==> config.mk <==
export PLATFORM = sky130hd
export DESIGN_NAME = micro_uart_arb
export DESIGN_NICKNAME = d
export VERILOG_FILES = /design/src/rtl/micro_uart_pkg.sv /design/src/rtl/micro_uart_rr_arb.sv /design/src/rtl/micro_uart_arb.sv
export SDC_FILE = /design/constraint.sdc
export NUM_CORES = 1
export LEC_CHECK = 0
export ABC_AREA = 1
export CAP_MARGIN = 10
export CELL_PAD_IN_SITES_DETAIL_PLACEMENT = 0
export CELL_PAD_IN_SITES_GLOBAL_PLACEMENT = 2
export CORE_MARGIN = 5
export CORE_UTILIZATION = 24
export CTS_CLUSTER_SIZE = 28
export DETAILED_ROUTE_END_ITERATION = 12
export PLACE_DENSITY_LB_ADDON = 0.1
export RECOVER_POWER = 50
export SETUP_SLACK_MARGIN = 0.4
export SYNTH_ARGS = -nofsm -noshare
export SYNTH_HDL_FRONTEND = slang
export SYNTH_HIERARCHICAL = 1
export SYNTH_SLANG_ARGS = --single-unit
==> constraint.sdc <==
create_clock -name clk -period 5.9 [get_ports clk]
set_input_delay 0.885 -clock clk [delete_from_list [all_inputs] [get_ports clk]]
set_output_delay 0.885 -clock clk [all_outputs]
set_load 0.02 [all_outputs]
==> src/rtl/micro_uart_pkg.sv <==
// Shared types and constants for the micro UART two-master arbiter.
package micro_uart_pkg;

    // Sequencer states: baud preload, wait for a request, bus strobe, completion.
    typedef enum logic [1:0] {
        ST_INIT   = 2'd0,
        ST_IDLE   = 2'd1,
        ST_ACCESS = 2'd2,
        ST_ACK    = 2'd3
    } state_t;

    // Register-select encoding as seen on m_baud.
    localparam logic DATA_REG = 1'b0;
    localparam logic BAUD_REG = 1'b1;

    // Command latched when a master wins arbitration.
    typedef struct packed {
        logic who;   // winning master index
        logic wr;    // 1 = write, 0 = read
    } cmd_t;

    // Master index to one-hot request/ack vector.
    function automatic logic [1:0] onehot2(input logic idx);
        return idx ? 2'b10 : 2'b01;
    endfunction

endpackage

==> src/rtl/micro_uart_rr_arb.sv <==
// Two-way round-robin picker. ptr names the master that currently has
// priority; ptr_next is where priority goes after the granted master is
// served (away from it unless advance is low, i.e. the master is locked).
module micro_uart_rr_arb
    import micro_uart_pkg::*;
(
    input  logic [1:0] req,
    input  logic       ptr,
    input  logic       advance,
    output logic [1:0] grant,
    output logic       ptr_next
);

    logic any_req;
    logic gidx;

    // Favoured master wins if requesting, otherwise the other one.
    always_comb begin
        any_req  = |req;
        gidx     = req[ptr] ? ptr : ~ptr;
        grant    = any_req ? onehot2(gidx) : 2'b00;
        ptr_next = any_req ? (advance ? ~gidx : gidx) : ptr;
    end

endmodule

==> src/rtl/micro_uart_arb.sv <==
// Two-master sequencer in front of micro_uart: optional baud preload after
// reset, then round-robin (with lock) single-access transactions.
module micro_uart_arb
    import micro_uart_pkg::*;
#(
    parameter bit          INIT_BAUD_EN = 1'b1,
    parameter logic [15:0] INIT_BAUD    = 16'd0
) (
    input  logic        clk,
    input  logic        reset_n,
    input  logic [1:0]  m_req,
    input  logic [1:0]  m_lock,
    input  logic [1:0]  m_write,
    input  logic [1:0]  m_baud,
    input  logic [15:0] m_wdata0,
    input  logic [15:0] m_wdata1,
    output logic [1:0]  m_ack,
    output logic [15:0] m_rdata,
    output logic        init_done,
    output logic        data_select,
    output logic        baud_select,
    output logic        cpu_read,
    output logic        cpu_write,
    output logic [15:0] cpu_wdata,
    input  logic [15:0] cpu_rdata
);

    localparam state_t RST_STATE = INIT_BAUD_EN ? ST_INIT : ST_IDLE;

    state_t      state_q, state_d;
    logic        ptr_q, ptr_d;
    cmd_t        cmd_q, cmd_d;
    logic        init_done_q, init_done_d;
    logic [1:0]  m_ack_q, m_ack_d;
    logic [15:0] m_rdata_q, m_rdata_d;
    logic        data_select_q, data_select_d;
    logic        baud_select_q, baud_select_d;
    logic        cpu_read_q, cpu_read_d;
    logic        cpu_write_q, cpu_write_d;
    logic [15:0] cpu_wdata_q, cpu_wdata_d;

    logic [1:0]  arb_req;
    logic [1:0]  arb_grant;
    logic        arb_ptr_next;
    logic        arb_advance;
    logic        win;
    logic        win_wr;
    logic        win_baud;

    // During ACK the picker only sees the served master, so its ptr_next
    // reflects that master and its lock, regardless of the live requests.
    always_comb begin
        arb_req     = (state_q == ST_ACK) ? onehot2(cmd_q.who) : m_req;
        arb_advance = ~m_lock[cmd_q.who];
    end

    micro_uart_rr_arb u_rr_arb (
        .req      (arb_req),
        .ptr      (ptr_q),
        .advance  (arb_advance),
        .grant    (arb_grant),
        .ptr_next (arb_ptr_next)
    );

    // Next-state and next-output logic; outputs are set one cycle ahead so
    // they are visible while the FSM sits in the state they belong to.
    always_comb begin
        state_d       = state_q;
        ptr_d         = ptr_q;
        cmd_d         = cmd_q;
        init_done_d   = init_done_q;
        m_ack_d       = 2'b00;
        m_rdata_d     = m_rdata_q;
        data_select_d = data_select_q;
        baud_select_d = baud_select_q;
        cpu_read_d    = 1'b0;
        cpu_write_d   = 1'b0;
        cpu_wdata_d   = cpu_wdata_q;
        win           = arb_grant[1];
        win_wr        = m_write[win];
        win_baud      = m_baud[win];

        case (state_q)
            ST_INIT: begin
                if (!cpu_write_q) begin
                    // First cycle: launch the baud preload write.
                    cpu_write_d   = 1'b1;
                    data_select_d = 1'b0;
                    baud_select_d = 1'b1;
                    cpu_wdata_d   = INIT_BAUD;
                end else begin
                    // Preload strobe has been on the bus for its cycle.
                    init_done_d = 1'b1;
                    state_d     = ST_IDLE;
                end
            end
            ST_IDLE: begin
                if (|m_req) begin
                    cmd_d.who     = win;
                    cmd_d.wr      = win_wr;
                    cpu_write_d   = win_wr;
                    cpu_read_d    = ~win_wr;
                    data_select_d = (win_baud == DATA_REG);
                    baud_select_d = (win_baud == BAUD_REG);
                    if (win_wr) begin
                        cpu_wdata_d = win ? m_wdata1 : m_wdata0;
                    end
                    state_d = ST_ACCESS;
                end
            end
            ST_ACCESS: begin
                // Strobe is on the bus now; read data is valid this cycle.
                m_ack_d   = onehot2(cmd_q.who);
                m_rdata_d = cmd_q.wr ? 16'h0000 : cpu_rdata;
                state_d   = ST_ACK;
            end
            ST_ACK: begin
                ptr_d   = arb_ptr_next;
                state_d = ST_IDLE;
            end
            default: begin
                state_d = ST_IDLE;
            end
        endcase
    end

    // State and output registers with asynchronous clear.
    always_ff @(posedge clk or negedge reset_n) begin
        if (!reset_n) begin
            state_q       <= RST_STATE;
            ptr_q         <= 1'b0;
            cmd_q         <= '0;
            init_done_q   <= ~INIT_BAUD_EN;
            m_ack_q       <= 2'b00;
            m_rdata_q     <= 16'h0000;
            data_select_q <= 1'b0;
            baud_select_q <= 1'b0;
            cpu_read_q    <= 1'b0;
            cpu_write_q   <= 1'b0;
            cpu_wdata_q   <= 16'h0000;
        end else begin
            state_q       <= state_d;
            ptr_q         <= ptr_d;
            cmd_q         <= cmd_d;
            init_done_q   <= init_done_d;
            m_ack_q       <= m_ack_d;
            m_rdata_q     <= m_rdata_d;
            data_select_q <= data_select_d;
            baud_select_q <= baud_select_d;
            cpu_read_q    <= cpu_read_d;
            cpu_write_q   <= cpu_write_d;
            cpu_wdata_q   <= cpu_wdata_d;
        end
    end

    assign m_ack       = m_ack_q;
    assign m_rdata     = m_rdata_q;
    assign init_done   = init_done_q;
    assign data_select = data_select_q;
    assign baud_select = baud_select_q;
    assign cpu_read    = cpu_read_q;
    assign cpu_write   = cpu_write_q;
    assign cpu_wdata   = cpu_wdata_q;

endmodule

==> results <==
- The run finished, with violations left.
- The checks that failed: capacitance limit, slew limit.
- The synthesized area is 2180 um2.
- The initial utilization of the core area, before any placement, comes to 0.248.
- Data arrives at the worst endpoint at 3.05 ns.
- Global routing finished with a remaining overflow of 0.
- The total die area is 11,100 um2.
- The die span in y is 105 um.
- Post-CTS repair changed the size of 0 cells.
- Buffers inserted to repair hold after CTS numbered 0.
- The worst path meets setup with 3.09 ns of slack.
- For this design the static power due to leakage is 1.61 nW.
- The number of setup buffers added after CTS is 0.
- The site row count is 34.
- TritonCTS built the clock tree.
- The type of the setup path with the least slack is in2reg.
- The area of the placeable core is 8810 um2.
- During I/O placement, the number of pins put on the boundary was 97.
- Adding up every negative setup slack in the final design gives 0 ns.
- The initial antenna violation count is 0.
- The number of nets handed over by synthesis was 334.
- The detail-routed via count per cell is 4.33.
- The class of the tightest hold or removal check is reg2reg.
- The count of filler cells inserted in the layout is 896.
- The number of cells traversed by the worst register-to-register path is 10.
- Along the worst hold path, the cell count comes to 1.
- The worst-case headroom to the max-slew limit is -0.594.
- The first TritonRoute pass finished after 4 iterations.
- The net count of the finished layout is 426.
- Data on the critical path is required at its endpoint by 6.14 ns.
- Of all nets on the critical path, the largest fanout is 19.
- The highest clock frequency the design can meet is 0.356 GHz.
- The worst setup path is launched from an input port.
- The count of nets left with antenna violations after detail routing is 0.
- Setup repair after global routing left no endpoint under its margin.
- Clock-pin slew was measured on the worst setup and hold paths at 0.08 ns.
- The number of diodes is 0.
- Across every metal layer, demand over resource in global routing totals 0.122.
- The number of instances in the placed design is 464.
- After the first detailed-routing iteration, the DRC count stood at 66.
- The cell at the root of the clock tree is sky130_fd_sc_hd__clkbuf_8.
- For this design, the sink count on the clock tree is 44.
- The number of pins exceeding their max-slew limit in the final report was 45.
- The number of maximum-capacitance constraint violations is 1.
- Dividing the final minimum period by the clock period gives 0.476.
- The via total after detailed routing is 2,043.
- The worst-case IR drop observed on VDD is 144 uV.
- Counting the buffers created by CTS gives 5.
- The Yosys step of the flow raised 6 warnings.
- Power comes to 1.61 mW.
- The detailed placement HPWL is 4840 um.
- The post-route core utilization is 0.376.
- The number of cells in the finished layout apart from fillers is 472.
- The count of endpoints failing hold in the final timing report is 0.
- The horizontal die dimension is 105 um.
- For the finished layout, the period the worst path requires is 2.81 ns.
- The via count of the first global-routing pass is 2,188.
- Routability-driven placement finished with a final weighted congestion of 0.736.
- Across the routed clock network, the largest skew measured is 0.0114 ns.
- Entering global routing, the biggest net connects 45 pins.
- The post-synthesis area per instance is 8.06 um2.
- The worst setup path is captured at a register.
- The clock latency of the later-clocked register in the worst-skew pair is 0.30 ns.
- The maximum number of buffers from clock root to sink is 2.
- The proportion of layout cells with a drive suffix above 1 is 0.0549.
- The worst-case setup slack after placement is 2.79 ns.
- The first global-routing pass estimated 11,100 um of wire.
- The ratio of total power to cell area is 487 nW/um2.
- The H-tree was split into 2 levels.
- The count of buffers added on input and output ports is 96.
- The remaining routing DRC violations is 0.
- The number of setup violations in the final report is 0.
- For the pin with the worst max-slew slack, the measured transition is 2.39 ns.
- After detailed routing, the average wire length per cell comes to 14.1 um.
- The area growth from synthesis to layout is 51.5%.
- After detailed routing, the total wire length is 6630 um.
- Synthesis produced a netlist whose cell count is 271.
-- worst paths after layout --
kind | from | endpoint | slack [ns]
worst max-delay path | m_req[1] | cpu_wdata[5] | 3.09
worst min-delay path | init_done | init_done | 0.47
worst max register to register | state_q[0] | cpu_wdata[5] | 3.53
worst min register to register | init_done | init_done | 0.47
max in group asynchronous | reset_n | cmd_q[1] | 3.23
min in group asynchronous | reset_n | m_rdata[2] | 1.31
-- sequential cells by signal, summed over array words and instances, names as in the netlist --
register	flops
ptr_q	1
cpu_write	1
cpu_read	1
cpu_wdata	16
baud_select	1
data_select	1
m_ack	2
init_done	1
state_q	2
m_rdata	16
cmd_q	2
-- area by class of cell --
cell class	instances	area (um2)	share of cell area
Clock buffer	6	72.6	0.0219
Clock inverter	2	35.0	0.0106
Inverter	14	55.1	0.0166
Multi-Input combinational cell	201	946	0.286
Sequential cell	44	1100	0.333
Tap cell	108	135	0.0409
Timing Repair Buffer	97	962	0.291
-- per-layer routing --
layer,track usage,routed length (um),vias up
met5,0,0,-
met1,0.167,3170,915
met3,0.0324,438,6
met2,0.194,2970,73
met4,0.0281,60,0
li1,-,-,1049
-- report_power, final --
part           internal [mW]  switching [mW]  total (mW)
clock                  0.126           0.104       0.230
combinational          0.345           0.560       0.905
sequential             0.414          0.0610       0.475
total                  0.885           0.725        1.61
-- through the flow --
stage                     instance area [um2]  hold WS (ns)
after floorplan                          2180         0.488
after global placement                   3200         0.462
after detailed placement                 3200         0.457
after CTS                                3310         0.478
after global routing                     3310         0.490
final                                    3310         0.466
-- cell usage in the layout (no fill, tap or decap) --
master	n
sky130_fd_sc_hd__nand2_1	84
sky130_fd_sc_hd__clkdlybuf4s50_1	79
sky130_fd_sc_hd__dfrtp_1	44
sky130_fd_sc_hd__nor2_1	42
sky130_fd_sc_hd__nand3_1	34
sky130_fd_sc_hd__o21ai_0	22
sky130_fd_sc_hd__dlygate4sd3_1	16
sky130_fd_sc_hd__inv_1	10
sky130_fd_sc_hd__ha_1	5
sky130_fd_sc_hd__clkbuf_8	5
sky130_fd_sc_hd__nand2_2	2
sky130_fd_sc_hd__nand3_4	2
sky130_fd_sc_hd__a21oi_1	2
sky130_fd_sc_hd__inv_2	2
sky130_fd_sc_hd__clkbuf_1	2
sky130_fd_sc_hd__clkinv_1	1
sky130_fd_sc_hd__o21a_1	1
sky130_fd_sc_hd__inv_4	1
sky130_fd_sc_hd__mux2i_1	1
sky130_fd_sc_hd__mux2_2	1
sky130_fd_sc_hd__or2_2	1
sky130_fd_sc_hd__o21ai_2	1
sky130_fd_sc_hd__nor2_4	1
sky130_fd_sc_hd__nand3_2	1
sky130_fd_sc_hd__bufinv_16	1
sky130_fd_sc_hd__clkinv_2	1
sky130_fd_sc_hd__buf_4	1
sky130_fd_sc_hd__a21boi_1	1
-- critical path: stages --
cell and delay (ns):
sky130_fd_sc_hd__dlygate4sd3_1 0.54, sky130_fd_sc_hd__inv_1 0.04, sky130_fd_sc_hd__o21ai_0 0.24, sky130_fd_sc_hd__a21boi_1 0.20
sky130_fd_sc_hd__buf_4 0.24, sky130_fd_sc_hd__inv_4 0.13, sky130_fd_sc_hd__nand2_2 0.11, sky130_fd_sc_hd__nand3_4 0.20
sky130_fd_sc_hd__nand3_4 0.29, sky130_fd_sc_hd__nand2_1 0.08, sky130_fd_sc_hd__nand2_1 0.07
No activity file was read; power rests on OpenSTA's default activity.
